### src/rtl/fir_serial_mac.sv
// Time-multiplexed signed FIR: one Baugh-Wooley multiplier shared by all taps, result TAPS cycles after acceptance.
// x_ready is high only in IDLE; FIR_SAT_EN selects clamping of the sum to OUT_W instead of wrapping.
module fir_serial_mac #(
  parameter int DATA_W = 4,
  parameter int COEF_W = 4,
  parameter int TAPS   = 4,
  parameter int OUT_W  = 7
) (
  input  logic                    clk,
  input  logic                    rst_n,
  input  logic [DATA_W-1:0]       x_in,
  input  logic                    x_valid,
  output logic                    x_ready,
  input  logic                    coef_we,
  input  logic [$clog2(TAPS)-1:0] coef_addr,
  input  logic [COEF_W-1:0]       coef_data,
  output logic [OUT_W-1:0]        y_out,
  output logic                    y_valid,
  output logic                    y_sat
);
  localparam int IDX_W  = $clog2(TAPS);
  localparam int PROD_W = DATA_W + COEF_W;
  localparam int ACC_W  = PROD_W + IDX_W;
  localparam int EXT_W  = (OUT_W > ACC_W) ? OUT_W : ACC_W;

  typedef enum logic {IDLE, MAC} state_t;
  state_t state_q, state_d;

  logic [DATA_W-1:0]       d_q [TAPS];
  logic [COEF_W-1:0]       c_q [TAPS];
  logic signed [ACC_W-1:0] acc_q;
  logic [IDX_W-1:0]        idx_q;
  logic                    accept, mac_en, mac_last;

  logic [DATA_W-1:0]       mul_a;
  logic [COEF_W-1:0]       mul_b;
  logic [PROD_W-1:0]       prod;
  logic                    pp;
  logic signed [ACC_W-1:0] sum_next;
  logic signed [EXT_W-1:0] sum_ext;
  logic [OUT_W-1:0]        y_next;

  always_ff @(posedge clk or negedge rst_n) begin
    if (!rst_n) state_q <= IDLE;
    else        state_q <= state_d;
  end

  always_comb begin
    state_d = state_q;
    case (state_q)
      IDLE: if (x_valid) state_d = MAC;
      MAC:  if (idx_q == IDX_W'(TAPS-1)) state_d = IDLE;
    endcase
  end

  always_comb begin
    x_ready  = (state_q == IDLE);
    accept   = x_ready & x_valid;
    mac_en   = (state_q == MAC);
    mac_last = mac_en && (idx_q == IDX_W'(TAPS-1));
  end

  assign mul_a = d_q[idx_q];
  assign mul_b = c_q[idx_q];

  // Sign-bit partial products are inverted and the correction constant added, so the sum is the exact signed product.
  always_comb begin
    prod = '0;
    pp   = 1'b0;
    for (int i = 0; i < DATA_W; i++) begin
      for (int j = 0; j < COEF_W; j++) begin
        pp = mul_a[i] & mul_b[j];
        if ((i == DATA_W-1) != (j == COEF_W-1)) pp = ~pp;
        prod = prod + (PROD_W'(pp) << (i + j));
      end
    end
    prod = prod + (PROD_W'(1) << (DATA_W-1)) + (PROD_W'(1) << (COEF_W-1))
                + (PROD_W'(1) << (PROD_W-1));
  end

  assign sum_next = acc_q + $signed({{IDX_W{prod[PROD_W-1]}}, prod});
  assign sum_ext  = EXT_W'(sum_next);

  always_ff @(posedge clk or negedge rst_n) begin
    if (!rst_n) begin
      for (int k = 0; k < TAPS; k++) begin
        d_q[k] <= '0;
        c_q[k] <= '0;
      end
      acc_q   <= '0;
      idx_q   <= '0;
      y_out   <= '0;
      y_valid <= 1'b0;
    end else begin
      y_valid <= 1'b0;
      if (accept) begin
        d_q[0] <= x_in;
        for (int k = 1; k < TAPS; k++) d_q[k] <= d_q[k-1];
        acc_q <= '0;
        idx_q <= '0;
      end else if (mac_en) begin
        acc_q <= sum_next;
        idx_q <= idx_q + 1'b1;
        if (mac_last) begin
          y_out   <= y_next;
          y_valid <= 1'b1;
        end
      end
      // The MAC term read this cycle still sees the pre-write coefficient.
      if (coef_we && (int'(coef_addr) < TAPS)) c_q[coef_addr] <= coef_data;
    end
  end

`ifdef FIR_SAT_EN
  logic sat_next;

  always_comb begin
    sat_next = ~((&sum_ext[EXT_W-1:OUT_W-1]) | ~(|sum_ext[EXT_W-1:OUT_W-1]));
    y_next   = sum_ext[OUT_W-1:0];
    if (sat_next)
      y_next = sum_ext[EXT_W-1] ? {1'b1, {(OUT_W-1){1'b0}}} : {1'b0, {(OUT_W-1){1'b1}}};
  end

  always_ff @(posedge clk or negedge rst_n) begin
    if (!rst_n)        y_sat <= 1'b0;
    else if (mac_last) y_sat <= sat_next;
    else               y_sat <= 1'b0;
  end
`else
  logic sum_unused;

  assign sum_unused = ^sum_ext[EXT_W-1:OUT_W-1];
  assign y_next     = sum_ext[OUT_W-1:0];
  assign y_sat      = 1'b0;
`endif

endmodule

### config.mk
export PLATFORM = sky130hd
export DESIGN_NAME = fir_serial_mac
export DESIGN_NICKNAME = d
export VERILOG_FILES = /design/src/rtl/fir_serial_mac.sv
export SDC_FILE = /design/constraint.sdc
export NUM_CORES = 1
export LEC_CHECK = 0
export CAP_MARGIN = 0
export CORE_MARGIN = 1
export CORE_UTILIZATION = 45
export CTS_CLUSTER_SIZE = 12
export DETAILED_ROUTE_END_ITERATION = 10
export GPL_TIMING_DRIVEN = 0
export PLACE_DENSITY = 0.72
export SYNTH_ARGS = -nofsm -noshare
export SYNTH_HDL_FRONTEND = slang
export SYNTH_SLANG_ARGS = --single-unit
### constraint.sdc
create_clock -name clk -period 4.65 [get_ports clk]
set_clock_uncertainty 0.1 [all_clocks]
set_input_delay 0.93 -clock clk [delete_from_list [all_inputs] [get_ports clk]]
set_output_delay 0.93 -clock clk [all_outputs]
set_load 0.01 [all_outputs]
==> results.sh <==
export IMPL_crit_fanout=9
export IMPL_hold_path_end="y_out[2]"
export IMPL_outcome="finished, final reports clean"
export IMPL_synth_adder_area_share_pct=11.5
export IMPL_critPathMaxStageDelay_ps=550
export IMPL_io_pins=24
export IMPL_end_kind="flip-flop"
export IMPL_antenna_cells=0
export IMPL_cts_buffers=5
export IMPL_hold_viol=0
export IMPL_path_buf_inv=3
export IMPL_path_class="flip-flop to flip-flop"
export IMPL_maxSlewViolCount=0
export IMPL_synth_xor_area_share_pct=2.81
export IMPL_rows=27
export IMPL_fin_crit_sh_pct=93.8
export IMPL_netlist_area_um2=2680
export IMPL_synth_top_area_share_pct=46.8
export IMPL_die_y_um=79.1
export IMPL_max_slew_margin_rel_pct=58.0
export IMPL_die_w_um=79.1
export IMPL_drtIter0Drc=24
export IMPL_hold_path_class="flip-flop to flip-flop"
export IMPL_drc_errors=0
export IMPL_grt_pass1_vias=1695
export IMPL_synthDistinctLibCells=36
export IMPL_crit_top_cell="fa_1"
export IMPL_ys_top_cells_by_area="dfrtp_1, mux2_2, ha_1, mux4_2, fa_1"
export IMPL_clk_pin_slew_worst_paths_ps=90
export IMPL_vias=1645
export IMPL_reg2reg_to="acc_q[6]"
export IMPL_tritoncts="yes"
export IMPL_clock_sinks=50
export IMPL_path_cells="buf_8 -> mux4_2 -> and2_1 -> fa_1 -> inv_1 -> fa_1 -> inv_1 -> ha_1 -> fa_1 -> ha_1 -> o21ai_0 -> o21ai_0 -> a21oi_1 -> xnor3_1 -> o21ai_1"
export IMPL_muxShareOfSynthArea_pct=22.0
export IMPL_synth_edf_count=0
export IMPL_drt_antenna_violating_nets=0
export IMPL_final_area_um2=3130
export IMPL_start_util_pct=47.7
export IMPL_holdWs_ps=385
export IMPL_cap_violations=0
export IMPL_synthSimpleGateAreaFrac_pct=6.64
export IMPL_critPathRequiredTime_ps=4790
export IMPL_die_area_um2=6260
export IMPL_synth_seq_cells=50
export IMPL_yosysTopAreaCell="dfrtp_1"
export IMPL_r2r_slack_ps=290
export IMPL_ys_warn_count=0
export IMPL_fin_crit_ps=4360
export IMPL_syn_instance_count=204
export IMPL_grt_setup_unrepaired="no"
export IMPL_wire_per_inst_um=14.9
export IMPL_worstMarginPinSlew_ps=629
export IMPL_port_buffers=22
export IMPL_syn_area_per_cell_um2=13.1
export IMPL_place_gp_congestion=0.739
export IMPL_worstPathArrival_ps=4500
export IMPL_grt_overflow=0
export IMPL_hold_depth=2
export IMPL_yosysSeqAreaShare_pct=46.8
export IMPL_min_from="y_out[2]"
export IMPL_clk_insertion_delay_late_ps=310
export IMPL_r2r_start="idx_q[0]"
export IMPL_max_clock_freq_mhz=229
export IMPL_grt_pass1_wl_um=8050
export IMPL_synth_fp_nets=239
export IMPL_antenna_found_initial=0
export IMPL_synth_top_family_by_area="multiplexers"
export IMPL_synth_ff_type="dfrtp_1"
export IMPL_cp_start_kind="flip-flop"
export IMPL_ctsRootBufferMaster="clkbuf_8"
export IMPL_finalSetupViolations=0
export IMPL_postSynth_asyncResetShare_pct=100
export IMPL_synth_compound_area_share_pct=7.11
export IMPL_grt_start_max_net_pins=32
export IMPL_drt_first_pass_iters=4
export IMPL_cp_depth=15
export IMPL_grt_usage_pct=16.9
export IMPL_startpoint="idx_q[0]"
export IMPL_slowest_stage="mux4_2"
export IMPL_clockBufferDepth=2
export IMPL_area_delta_synth_final_pct=17.1
export IMPL_nNetsFinal=272
export IMPL_drive_above_1_share_pct=26.9
export IMPL_via_per_inst=5.31
export IMPL_core_um2=5610
export IMPL_r2r_cells=15
export IMPL_place_area_um2=3000
export IMPL_crit_family="adder cells"
export IMPL_dpl_hpwl_um=3330
export IMPL_wirelength_um=4620
export IMPL_cts_max_level=2
==> final cells by class <==
type | instances | area [um^2]
Tap cell | 72 | 90.1
Fill cell | 489 | 2470
Timing Repair Buffer | 27 | 265
Clock buffer | 7 | 76.3
Multi-Input combinational cell | 136 | 1340
Inverter | 13 | 48.8
Clock inverter | 1 | 30.0
Buffer | 4 | 32.5
Sequential cell | 50 | 1250
==> per-layer routing <==
metal / routed length [um] / share of wire (%) / track usage (%) / up-vias
met5: 0 / 0 / 0 / -
met4: 70 / 1.5 / 6.36 / 0
met3: 116 / 2.5 / 3.45 / 7
li1: - / - / - / 792
met1: 2310 / 50 / 22.8 / 819
met2: 2120 / 46 / 26.9 / 27
==> flip-flops by register name, indices dropped and copies added, names as in the netlist <==
register and flops:
d_q 16, acc_q 7, mac_en 1, c_q 16
y_out 7, idx_q 2, y_valid 1
==> worst reg2reg max path, stage by stage (launching register included) <==
cell     delay [ps]
dfrtp_1         390
buf_8           160
mux4_2          560
and2_1          180
fa_1            500
inv_1            50
fa_1            520
inv_1            40
ha_1            220
fa_1            450
ha_1            310
o21ai_0         100
o21ai_0         130
a21oi_1         180
xnor3_1         260
o21ai_1         130
==> synthesized netlist by cell type, types with 2 or more instances <==
library cell  number
inv_1             12
o2111ai_1          2
nand2b_1           2
a21o_1             2
and2_2             2
ha_1              15
a21oi_1            4
nor2_1             2
o21ai_0            8
o21a_1             2
fa_1               6
mux4_2             7
and2_1             6
mux2_1             2
nand3b_1           3
o211ai_1           2
xnor2_1            5
mux2_2            34
nand2_1           17
dfrtp_1           50
o21ai_1            2
buf_2              2
a22o_1             4
==> metrics by stage <==
stage | util, % | setup slack [ps] | instances | setup TNS [ps]
after floorplan | - | 342 | 204 | 0
after global placement | 53.3 | 10.8 | 298 | 0
after detailed placement | 53.5 | -15.3 | 299 | -29.3
after CTS | 55.4 | 3.32 | 306 | 0
after global routing | 55.9 | 42.1 | 310 | 0
final | 55.9 | 289 | 310 | 0
==> repair_timing <==
action,in CTS,in global routing
endpoints found under the setup margin,2,2
hold buffers,0,0
resized for setup,0,2
setup buffers,0,4
pin swaps,0,1
==> cell families after synthesis <==
logic type	after synthesis
flops	50
mux	44
simple gates	35
compound gates	28
fa+ha+maj	21
buf+inv	18
xor+xnor	7
other cells	1
==> layout by cell type, fill, tap and decap left out, drive strengths merged, types with 2 or more instances in the layout <==
cell type	instances
dfrtp	50
o2111ai	2
and2	8
o21ai	10
clkbuf	7
buf	10
nand2	17
ha	15
a22o	4
clkdlybuf4s50	21
mux2	36
a21o	2
o21a	2
xnor2	5
nand3b	3
mux4	8
o211ai	2
nand2b	2
fa	6
nor2	2
a21oi	4
inv	13
==> worst max path at each step <==
stage	end	slack, ps
floorplan	y_out[6]	340
global placement	acc_q[6]	10
detailed placement	y_out[6]	-20
CTS	y_out[6]	3
global route	y_out[6]	40
finish	acc_q[6]	290
Power is left out: the tool's default activity adds up to more than one toggle a clock period on the data nets, which glitch-free logic cannot reach.
